## config.mk

```make
export PLATFORM = sky130hd
export DESIGN_NAME = instr_fetch_unit_flat
export DESIGN_NICKNAME = d
export VERILOG_FILES = /design/src/rtl/instr_fetch_unit_pkg.sv /design/src/rtl/instr_fetch_unit_if.sv /design/src/rtl/instr_fetch_unit_wait_timer.sv /design/src/rtl/instr_fetch_unit.sv /design/src/flat_wrapper.sv
export SDC_FILE = /design/constraint.sdc
export NUM_CORES = 1
export LEC_CHECK = 0
export ABC_CLOCK_PERIOD_IN_PS = 1450
export BUFFER_PORTS_ARGS = -buffer_cell sky130_fd_sc_hd__buf_4
export CORE_MARGIN = 2
export CORE_UTILIZATION = 41
export CTS_CLUSTER_SIZE = 28
export DETAILED_ROUTE_END_ITERATION = 10
export GPL_TIMING_DRIVEN = 0
export PLACE_DENSITY_LB_ADDON = 0.1
export REMOVE_ABC_BUFFERS = 1
export SLEW_MARGIN = 20
export SYNTH_ARGS = -nofsm -noshare
export SYNTH_HDL_FRONTEND = slang
export SYNTH_SLANG_ARGS = --single-unit
```

## constraint.sdc

```tcl
create_clock -name clk -period 1.45 [get_ports clk]
set_clock_uncertainty 0.15 [all_clocks]
set_input_delay 0.0725 -clock clk [delete_from_list [all_inputs] [get_ports clk]]
set_output_delay 0.0725 -clock clk [all_outputs]
set_load 0.01 [all_outputs]
```

## src/rtl/instr_fetch_unit_pkg.sv

```systemverilog
// Shared definitions for the instruction fetch unit: FSM states, fault codes
// and the PC alignment test.
package instr_fetch_unit_pkg;

  typedef enum logic [2:0] {
    FS_IDLE  = 3'd0,
    FS_REQ   = 3'd1,
    FS_HOLD  = 3'd2,
    FS_ADV   = 3'd3,
    FS_FAULT = 3'd4
  } fetch_state_e;

  typedef enum logic [1:0] {
    FC_NONE     = 2'b00,
    FC_MISALIGN = 2'b01,
    FC_TIMEOUT  = 2'b10
  } fault_code_e;

  // Instructions are word aligned, so only the two low PC bits matter.
  function automatic logic is_aligned(input logic [1:0] pc_low);
    return (pc_low == 2'b00);
  endfunction

endpackage

```

## src/rtl/instr_fetch_unit_if.sv

```systemverilog
// Memory read bus plus the decode-side valid/ready handshake.
// master = fetch unit side, slave = memory / decode side.
interface instr_fetch_unit_if #(
  parameter int DWIDTH = 32
) ();

  logic              mem_req;
  logic [DWIDTH-1:0] mem_addr;
  logic              mem_ack;
  logic [DWIDTH-1:0] mem_rdata;
  logic [DWIDTH-1:0] instr;
  logic [DWIDTH-1:0] instr_pc;
  logic              instr_valid;
  logic              instr_ready;

  modport master (
    output mem_req, mem_addr,
    input  mem_ack, mem_rdata,
    output instr, instr_pc, instr_valid,
    input  instr_ready
  );

  modport slave (
    input  mem_req, mem_addr,
    output mem_ack, mem_rdata,
    input  instr, instr_pc, instr_valid,
    output instr_ready
  );

endinterface

```

## src/rtl/instr_fetch_unit_wait_timer.sv

```systemverilog
// Counts unacknowledged request cycles and flags the last allowed one.
// The counter saturates instead of wrapping so a stuck bus can never look
// like a fresh transaction.
module fetch_wait_timer #(
  parameter int MAX_WAIT = 15
) (
  input  logic clk,
  input  logic reset,
  input  logic clear,
  input  logic inc,
  output logic expired
);

  localparam int CW = $clog2(MAX_WAIT + 1);
  localparam logic [CW-1:0] LAST = CW'(MAX_WAIT - 1);
  localparam logic [CW-1:0] SAT  = CW'(MAX_WAIT);

  logic [CW-1:0] count_q, count_d;

  // Next count: clear has priority, otherwise step up until saturation.
  always_comb begin
    count_d = count_q;
    if (clear) begin
      count_d = '0;
    end else if (inc && (count_q != SAT)) begin
      count_d = count_q + CW'(1);
    end
  end

  // Counter register with synchronous reset.
  always_ff @(posedge clk) begin
    if (reset) begin
      count_q <= '0;
    end else begin
      count_q <= count_d;
    end
  end

  assign expired = inc && (count_q == LAST);

endmodule

```

## src/rtl/instr_fetch_unit.sv

```systemverilog
// Instruction fetch unit: reads memory at the current PC, hands the word to
// decode, then strobes pc_en once so the PC controller advances exactly once
// per accepted instruction. Misaligned PCs and bus timeouts are sticky faults.
module instr_fetch_unit
  import instr_fetch_unit_pkg::*;
#(
  parameter int DWIDTH   = 32,
  parameter int MAX_WAIT = 15
) (
  input  logic              clk,
  input  logic              reset,
  input  logic              fetch_en,
  input  logic [DWIDTH-1:0] pc_value,
  output logic              pc_en,
  output logic              fault,
  output logic [1:0]        fault_code,
  instr_fetch_unit_if.master bus
);

  fetch_state_e      state_q, state_d;
  logic [DWIDTH-1:0] instr_q, instr_d;
  logic [DWIDTH-1:0] instr_pc_q, instr_pc_d;
  logic              instr_valid_q, instr_valid_d;
  logic              pc_en_q, pc_en_d;
  logic              fault_q, fault_d;
  fault_code_e       fault_code_q, fault_code_d;

  logic in_req;
  logic pc_aligned;
  logic timer_clear;
  logic timer_inc;
  logic timer_expired;

  // The timer only runs while an aligned request waits for its ack.
  assign in_req      = (state_q == FS_REQ);
  assign pc_aligned  = is_aligned(pc_value[1:0]);
  assign timer_inc   = in_req && pc_aligned && !bus.mem_ack;
  assign timer_clear = !in_req || bus.mem_ack;

  fetch_wait_timer #(
    .MAX_WAIT (MAX_WAIT)
  ) u_wait_timer (
    .clk     (clk),
    .reset   (reset),
    .clear   (timer_clear),
    .inc     (timer_inc),
    .expired (timer_expired)
  );

  // Bus drive and next-state logic; the ack check comes before the timeout
  // so an ack on the last allowed cycle still completes the fetch.
  always_comb begin
    state_d       = state_q;
    instr_d       = instr_q;
    instr_pc_d    = instr_pc_q;
    instr_valid_d = instr_valid_q;
    pc_en_d       = pc_en_q;
    fault_d       = fault_q;
    fault_code_d  = fault_code_q;
    bus.mem_req   = 1'b0;
    bus.mem_addr  = '0;
    case (state_q)
      FS_IDLE: begin
        if (fetch_en) begin
          state_d = FS_REQ;
        end
      end
      FS_REQ: begin
        bus.mem_addr = pc_value;
        bus.mem_req  = pc_aligned;
        if (!pc_aligned) begin
          state_d      = FS_FAULT;
          fault_d      = 1'b1;
          fault_code_d = FC_MISALIGN;
        end else if (bus.mem_ack) begin
          state_d       = FS_HOLD;
          instr_d       = bus.mem_rdata;
          instr_pc_d    = pc_value;
          instr_valid_d = 1'b1;
        end else if (timer_expired) begin
          state_d      = FS_FAULT;
          fault_d      = 1'b1;
          fault_code_d = FC_TIMEOUT;
        end
      end
      FS_HOLD: begin
        if (bus.instr_ready) begin
          state_d       = FS_ADV;
          instr_valid_d = 1'b0;
          pc_en_d       = 1'b1;
        end
      end
      FS_ADV: begin
        pc_en_d = 1'b0;
        state_d = fetch_en ? FS_REQ : FS_IDLE;
      end
      FS_FAULT: begin
        state_d = FS_FAULT;
      end
      default: begin
        state_d = FS_IDLE;
      end
    endcase
  end

  // State and registered outputs, cleared by synchronous reset.
  always_ff @(posedge clk) begin
    if (reset) begin
      state_q       <= FS_IDLE;
      instr_q       <= '0;
      instr_pc_q    <= '0;
      instr_valid_q <= 1'b0;
      pc_en_q       <= 1'b0;
      fault_q       <= 1'b0;
      fault_code_q  <= FC_NONE;
    end else begin
      state_q       <= state_d;
      instr_q       <= instr_d;
      instr_pc_q    <= instr_pc_d;
      instr_valid_q <= instr_valid_d;
      pc_en_q       <= pc_en_d;
      fault_q       <= fault_d;
      fault_code_q  <= fault_code_d;
    end
  end

  assign bus.instr       = instr_q;
  assign bus.instr_pc    = instr_pc_q;
  assign bus.instr_valid = instr_valid_q;
  assign pc_en           = pc_en_q;
  assign fault           = fault_q;
  assign fault_code      = fault_code_q;

endmodule
```

## src/flat_wrapper.sv

```systemverilog
// flat-port wrapper written by rule: the top's interface ports become plain ports
module instr_fetch_unit_flat import instr_fetch_unit_pkg::*;
#(
  parameter int DWIDTH   = 32,
  parameter int MAX_WAIT = 15
)
  (clk, reset, fetch_en, pc_value, pc_en, fault, fault_code, bus_mem_req, bus_mem_addr, bus_mem_ack, bus_mem_rdata, bus_instr, bus_instr_pc, bus_instr_valid, bus_instr_ready);
  instr_fetch_unit_if #(.DWIDTH(DWIDTH)) bus_i ();
  input  logic clk;
  input  logic reset;
  input  logic fetch_en;
  input  logic [DWIDTH-1:0] pc_value;
  output logic pc_en;
  output logic fault;
  output logic [1:0] fault_code;
  output wire logic [$bits(bus_i.mem_req)-1:0] bus_mem_req;
  output wire logic [$bits(bus_i.mem_addr)-1:0] bus_mem_addr;
  input wire logic [$bits(bus_i.mem_ack)-1:0] bus_mem_ack;
  input wire logic [$bits(bus_i.mem_rdata)-1:0] bus_mem_rdata;
  output wire logic [$bits(bus_i.instr)-1:0] bus_instr;
  output wire logic [$bits(bus_i.instr_pc)-1:0] bus_instr_pc;
  output wire logic [$bits(bus_i.instr_valid)-1:0] bus_instr_valid;
  input wire logic [$bits(bus_i.instr_ready)-1:0] bus_instr_ready;
  assign bus_mem_req = bus_i.mem_req;
  assign bus_mem_addr = bus_i.mem_addr;
  assign bus_i.mem_ack = bus_mem_ack;
  assign bus_i.mem_rdata = bus_mem_rdata;
  assign bus_instr = bus_i.instr;
  assign bus_instr_pc = bus_i.instr_pc;
  assign bus_instr_valid = bus_i.instr_valid;
  assign bus_i.instr_ready = bus_instr_ready;
  instr_fetch_unit #(.DWIDTH(DWIDTH), .MAX_WAIT(MAX_WAIT)) u_core (.clk(clk), .reset(reset), .fetch_en(fetch_en), .pc_value(pc_value), .pc_en(pc_en), .fault(fault), .fault_code(fault_code), .bus(bus_i));
endmodule
```

==> metrics, run 1 <==
run status finished with violations; failing checks negative hold slack, negative setup slack; synthesized flop and latch total 76; cell at the root of the clock tree sky130_fd_sc_hd__clkbuf_8; post-synthesis to final-layout area growth 126%; most used standard cell by instance count after synthesis sky130_fd_sc_hd__dfxtp_1; Async S/R FF share, synth 0%; starting density of the core 42.7%; width of the die 93.9 um; Die Y 93.9 um; row count 32; total negative slack for setup checks -36.04 ns; number of iterations in the first detailed-routing pass 5; gpl congestion 0.761; clock slew seen by the registers of the worst setup and hold paths 0.09 ns; Port Buffers 170; post-DP HPWL 7030 um; sequential share of the synthesized area 45.9%; crit path capture type flop; final routed wirelength across all metal layers between 20000 and 25000 um; clock tree from TritonCTS yes; critical-path cell with the highest stage delay sky130_fd_sc_hd__or3b_4; placed inst area 0.00464 mm^2; global-route wire length before repair 22700 um; total of hold buffers inserted after clock tree synthesis 65; final critical-path required period ~1.9 ns; largest net degree at the start of global routing approximately 70; number of buffers and inverters on the critical path 3; layout net count 753; number of enable-type register cells in the synthesized netlist 0; Data arrival, critical path 1.92 ns; worst-path cell chain buf_6 -> or3b_4 -> buf_6 -> buf_12 -> o21ai_2 -> a21oi_1; worst-case setup margin in the final layout -0.447 ns; count of yosys warnings during synthesis 0; GR Overflow Total 0; routed via count about 5100; Synth cell types 36; Total GRT Usage about a third; MaxCap Viol Count 0; r2r setup slk -0.45 ns; post-route worst hold slack -0.0126 ns; DRC marker count from the first detailed-route iteration between 300 and 400; Least-Margin Pin Slew 1.07 ns; dominant cells by area after synthesis sky130_fd_sc_hd__dfxtp_1, sky130_fd_sc_hd__a21oi_1, sky130_fd_sc_hd__nand3_1, sky130_fd_sc_hd__o21ai_1, sky130_fd_sc_hd__and2_1; mapped cell area 0.00332 mm^2; synthesized area per cell 8.37 um^2; relative slew slack 28.4%; CTS Buf Count 9; dominant cell type by count on the critical path sky130_fd_sc_hd__buf_6; Total Power Consumption 6980 uW; Highest Clock Rate roughly 530 MHz; share of the synthesized area in the top cell type 45.9%; maximum clock path buffer count 2; critical path required time 1.48 ns; count of final setup violators 109; average wire per cell in the routed design between 20 and 30 um; library cell occupying the most area in the post-synthesis netlist sky130_fd_sc_hd__dfxtp_1; number of antenna violations at the first check in global routing 0; CTS HTree Levels 3; synthesized netlist cell count 396; kind of start point of the critical path flop; area of the core region a little under 0.008 mm^2; final core utilization 96.6%; leakage power summed over all cells about 0.0030 uW; Total Die Area between 0.008 and 0.009 mm^2; delay contributed by the slowest stage of the critical path 0.48 ns; cell area power density roughly 930 mW/mm^2; leading cell types by count after synthesis sky130_fd_sc_hd__dfxtp_1, sky130_fd_sc_hd__a21oi_1, sky130_fd_sc_hd__nand3_1; Peak VDD IR 0.000673 V; number of hold violations in the final report 1; clock latency on the worst-skew pair 0.36 ns; number of max-slew violations in the final report 0; most frequently used flop master after synthesis sky130_fd_sc_hd__dfxtp_1; IO Pins 171; share of layout cells above drive strength 1 roughly two thirds; crit-path leading delay family simple AND/OR/NAND/NOR gates; DRC violations left 0; fin area ~0.0075 mm^2; Antenna Cells 0; sink count of the clock tree between 70 and 80; RSZ-0062 raised after global routing yes; type of the worst setup path flop to flop; post-route fraction of the period consumed by the critical path 131%; maximum fanout along the worst path 6; remaining antenna violation count 0; via count of the first global-routing pass ~4400; average vias per placed instance 6.41; Hold/Removal Path Class input pin to flop
-- placed cells by master (no fill, tap or decap), types with 3 or more instances in the layout --
cell	instances
sky130_fd_sc_hd__dfxtp_1	72
sky130_fd_sc_hd__and3_4	4
sky130_fd_sc_hd__buf_8	7
sky130_fd_sc_hd__nor2_1	3
sky130_fd_sc_hd__dlygate4sd3_1	65
sky130_fd_sc_hd__inv_1	3
sky130_fd_sc_hd__nand3_4	7
sky130_fd_sc_hd__nand2_1	3
sky130_fd_sc_hd__buf_6	59
sky130_fd_sc_hd__o21ai_4	23
sky130_fd_sc_hd__o21ai_2	40
sky130_fd_sc_hd__clkbuf_8	11
sky130_fd_sc_hd__and2_4	31
sky130_fd_sc_hd__buf_16	5
sky130_fd_sc_hd__nand3_1	37
sky130_fd_sc_hd__a21oi_2	35
sky130_fd_sc_hd__dfxtp_4	3
sky130_fd_sc_hd__buf_4	162
sky130_fd_sc_hd__clkbuf_16	3
sky130_fd_sc_hd__or3b_4	5
sky130_fd_sc_hd__nand3_2	22
sky130_fd_sc_hd__buf_12	13
sky130_fd_sc_hd__a21oi_1	35
-- metal layers --
layer / wire length (um) / global-route usage (%) / vias up / part of all wire (%)
met5: 0 / 0 / - / 0
li1: - / - / 1993 / -
met1: 6980 / 36.6 / 2367 / 32
met3: 2150 / 6.10 / 186 / 9.9
met2: 10600 / 62.6 / 506 / 49
met4: 2090 / 15.9 / 0 / 9.6
-- power breakdown --
group,switching [uW],total (uW),internal (uW),leakage (uW)
combinational,1310,2820,1510,0.00226
sequential,58.1,2200,2140,0.000616
clock,904,1960,1050,0.000111
total,2270,6980,4710,0.00299
-- stage by stage --
step / setup WS (ns) / instances
2_1_floorplan: -3.03 / 354
4_1_cts: -0.364 / 776
5_1_grt: -0.483 / 788
6_report: -0.447 / 788
3_3_place_gp: -5.87 / 626
3_5_place_dp: -0.830 / 639
-- registers in the layout, indices dropped and copies added, names as in the netlist --
register,cells
u_core.state_q,3
u_core.fault_code,2
u_core.bus.instr_pc,32
u_core.pc_en,1
u_core.bus.instr,32
u_core.bus.instr_valid,1
u_core.fault,1
u_core.u_wait_timer.count_q,4
-- cells by family (layout without fill, tap and decap cells) --
group                    count (synthesis)  count (layout)  share of synthesized area, %
AO/OA/AOI/OAI                          142             142                          22.3
AND/OR/NAND/NOR                        130             133                          22.5
flip-flops                              76              76                          45.9
buffers and inverters                   45             332                          8.30
adder cells (fa/ha/maj)                  2               2                         0.755
multiplexers                             1               1                         0.302
-- tightest hold or removal path, stage by stage --
cell                      delay [ns]
sky130_fd_sc_hd__buf_4          0.13
sky130_fd_sc_hd__nor3b_4        0.09
sky130_fd_sc_hd__nand2_4        0.11
sky130_fd_sc_hd__a21oi_2        0.06
-- worst paths after layout --
check	start	endpoint	depth (start not counted)
setup / recovery	u_core.state_q[1]	u_core.bus.instr_pc[9]	6
hold / removal	pc_value[1]	u_core.state_q[1]	4
setup reg to reg	u_core.state_q[1]	u_core.bus.instr_pc[9]	6
hold reg to reg	u_core.bus.instr[20]	u_core.bus.instr[20]	2
-- what timing repair did --
item	4_1_cts	5_1_grt
setup buffers	43	22
gates resized for setup	159	158
endpoints found under the hold margin	65	4
endpoints found under the setup margin	108	107
cloned	14	3
pin swaps	77	121
-- layout make-up --
cell class	instances	area, um^2
Clock buffer	11	151
Clock inverter	4	72.6
Fill cell	146	268
Inverter	3	11.3
Multi-Input combinational cell	278	2490
Sequential cell	76	1530
Tap cell	102	128
Timing Repair Buffer	314	3110
Note: power is estimated with default switching activity, not from simulation.
==> run 2: changes to the inputs <==
Settings changed: SYNTH_HIERARCHICAL from default to 1.
==> run 2 against run 1 <==
Net effect:
- the run ends with negative setup slack left
- via count decreased by 15%
- global-route usage decreased by 5.9 points
- critical endpoint is now u_core/bus.instr[3]
- setup slack got worse by 0.066 ns
- largest power group unchanged
- flip-flop and latch count unchanged
- highest routed layer unchanged
- power decreased by 7.8%
- synthesized cell count increased by 0.76%
- critical path depth unchanged
- routed wire length decreased by 30%
- synthesized area increased by 0.91%
- clock-buffer cell count unchanged
- sequential power about the same
==> metrics, run 2 <==
routed via count 4317 (-15%); Peak VDD IR 0.000949 V (+41%); number of antenna violations at the first check in global routing 0 (unchanged); fraction of the mapped netlist area in adder cells 0.748% (-0.0068 points); Die Y 94.3 um (+0.44%); share of the synthesized area in the top cell type 45.5% (-0.41 points); RSZ-0062 raised after global routing yes; clock tree from TritonCTS yes; total negative slack for setup checks -36.11 ns (-0.0749 ns); crit path capture type flop; main combinational cell family by area after synthesis compound AO/OA/AOI/OAI gates; most frequently used flop master after synthesis sky130_fd_sc_hd__dfxtp_1; library cell occupying the most area in the post-synthesis netlist sky130_fd_sc_hd__dfxtp_1; sink count of the clock tree 76 (unchanged); Seq pwr share 33.9% (+2.4 points); via count of the first global-routing pass 3845 (-13%); number of enable-type register cells in the synthesized netlist 0 (unchanged); switching part of the total 28.9% (-3.6 points); MaxCap Viol Count 0 (unchanged); type of the worst setup path flop to flop; gpl congestion 0.730 (-4.1%); fin area 0.00675 mm^2 (-10%); post-DP HPWL 6630 um (-5.7%); CTS Buf Count 9 (unchanged); placed inst area 0.00467 mm^2 (+0.59%); clock latency on the worst-skew pair 0.34 ns (-0.02 ns); mapped cell area 0.00335 mm^2 (+0.91%); Port Buffers 170 (unchanged); layout net count 745 (-1.1%); number of max-slew violations in the final report 0 (unchanged); synthesized-area fraction occupied by ao, oa, aoi and oai cells 23.2% (+0.92 points); xor and xnor area share after synthesis 0% (unchanged); Synth cell types 39 (+8.3%); Hold/Removal Path Class input pin to flop; IO Pins 171 (unchanged); mux share of post-synthesis cell area 0.299% (-0.0027 points); starting density of the core 42.9% (+0.17 points); post-route fraction of the period consumed by the critical path 135% (+4.5 points); Data arrival, critical path 2.01 ns (+0.09 ns); area of the core region 0.00781 mm^2 (+0.52%); internal power 4570 uW (-2.9%); synthesized area per cell 8.39 um^2 (+0.15%); maximum fanout along the worst path 9 (+3); switching power 1860 uW (-18%); clock network power share 28.0% (about the same); failing checks negative setup slack; count of final setup violators 107 (-1.8%); most common cell after layout, fill and taps aside sky130_fd_sc_hd__buf_4; CTS HTree Levels 3 (unchanged); average vias per placed instance 5.52 (-14%); worst-path cell chain buf_4 -> or3b_4 -> buf_6 -> buf_16 -> o21ai_1 -> a21oi_1; Highest Clock Rate 509 MHz (-3.4%); remaining antenna violation count 0 (unchanged); number of hold violations in the final report 0 (-1); Async S/R FF share, synth 0% (unchanged); row count 32 (unchanged); delay contributed by the slowest stage of the critical path 0.50 ns (+0.02 ns); synthesized flop and latch total 76 (unchanged); average wire per cell in the routed design 19.5 um (-29%); synthesized netlist cell count 399 (+0.76%); cell area power density 953 mW/mm^2 (+2.4%); final critical-path required period 1.96 ns (+0.0659 ns); Total Die Area 0.00890 mm^2 (+0.87%); worst-case setup margin in the final layout -0.513 ns (-0.0659 ns); leakage power summed over all cells 0.00283 uW (-5.4%); leading cell types by count after synthesis sky130_fd_sc_hd__dfxtp_1, sky130_fd_sc_hd__a21oi_1, sky130_fd_sc_hd__nand3_1; proportion of power drawn by combinational gates 38.0% (-2.4 points); run status finished with violations; kind of start point of the critical path flop; relative slew slack 37.0% (+8.5 points); critical path required time 1.49 ns (about the same); sequential share of the synthesized area 45.5% (-0.41 points); final routed wirelength across all metal layers 15300 um (-30%); most frequent cells in the layout sky130_fd_sc_hd__buf_4, sky130_fd_sc_hd__dfxtp_1, sky130_fd_sc_hd__dlygate4sd3_1, sky130_fd_sc_hd__a21oi_1, sky130_fd_sc_hd__nand3_1; number of fill cells in the layout 399 (+170%); width of the die 94.3 um (+0.44%); cell at the root of the clock tree sky130_fd_sc_hd__clkbuf_8; GR Overflow Total 0 (unchanged); largest net degree at the start of global routing 78 (+8.3%); post-synthesis simple-gate area fraction 21.7% (-0.76 points); clock slew seen by the registers of the worst setup and hold paths 0.08 ns (about the same); Total GRT Usage 27.8% (-5.9 points); DRC marker count from the first detailed-route iteration 301 (-24%); dominant cells by area after synthesis sky130_fd_sc_hd__dfxtp_1, sky130_fd_sc_hd__a21oi_1, sky130_fd_sc_hd__nand3_1, sky130_fd_sc_hd__o21ai_1, sky130_fd_sc_hd__and2_1; post-synthesis to final-layout area growth 102%; Least-Margin Pin Slew 0.942 ns (-0.132 ns); critical-path cell with the highest stage delay sky130_fd_sc_hd__or3b_4; DRC violations left 0 (unchanged); maximum clock path buffer count 2 (unchanged); share of layout cells above drive strength 1 52.1% (-14 points); number of iterations in the first detailed-routing pass 4 (-1); global-route wire length before repair 19300 um (-15%); most used standard cell by instance count after synthesis sky130_fd_sc_hd__dfxtp_1; count of yosys warnings during synthesis 6 (+6)
[run 2: metal layers]
layer  track usage, %  routed length (um)
met1             33.1                5680
met2             49.8                7860
met3             4.23                1180
met5                0                   0
met4             11.5                 539
[run 2: worst max-delay path: cells and delay by family, from the launching register on]
family                 cells  cell delay (ns)
AO/OA/AOI/OAI              2             0.31
buffers and inverters      3             0.48
flip-flops                 1             0.38
AND/OR/NAND/NOR            1             0.50
[run 2: cell families (layout without fill, tap and decap cells)]
logic type,count (synthesis),count (layout)
compound gates,145,145
simple gates,125,128
flops,76,76
buf+inv,50,327
fa+ha+maj,2,2
mux,1,1
other cells,0,1
[run 2: repair_timing]
action,CTS,global route
endpoints found under the hold margin,64,0
cloned,10,4
setup buffers,26,19
resized for setup,61,105
pin swaps,30,49
hold buffers,64,0
setup endpoints to repair,108,107
[run 2: power groups by stage]
stage | clock [uW] | combinational [uW] | sequential [uW]
final | 1800 | 2450 | 2180
after global routing | 1890 | 2550 | 2190
after CTS | 1800 | 1890 | 2180
after detailed placement | 0 | 1110 | 2240
after global placement | 0 | 971 | 2230
after floorplan | 0 | 432 | 2250
[run 2: path summary, 6_finish.rpt]
kind,from,slack [ns],cells past startpoint,endpoint
hold reg to reg,u_core/bus.instr[30],0.32,2,u_core/bus.instr[30]
setup / recovery,u_core/state_q[1],-0.51,6,u_core/bus.instr[3]
hold / removal,bus_mem_ack,0.0006,4,u_core/state_q[2]
setup reg to reg,u_core/state_q[1],-0.51,6,u_core/bus.instr[3]
[run 2: layout make-up]
type / instances / area, um^2 / area share (%)
clock buffer: 11 / 141 / 2.09
tap: 102 / 128 / 1.89
multi-input combinational: 276 / 1890 / 28.0
clock inverter: 5 / 75.1 / 1.11
inverter: 7 / 26.3 / 0.389
timing repair buffer: 304 / 2950 / 43.7
sequential: 76 / 1530 / 22.7
antenna: 1 / 2.50 / 0.0371
[run 2: through the flow]
step	total power, uW	util (%)	worst slack [ns]	cells	hold WS (ns)
5_1_grt	6630	86.4	-0.563	781	0.0293
3_3_place_gp	3200	57.5	-5.29	628	0.186
3_5_place_dp	3340	59.8	-1.17	642	0.193
2_1_floorplan	2680	-	-2.64	356	-0.0113
6_report	6430	86.5	-0.513	782	0.000640
4_1_cts	5870	78.7	-0.393	758	-0.00934
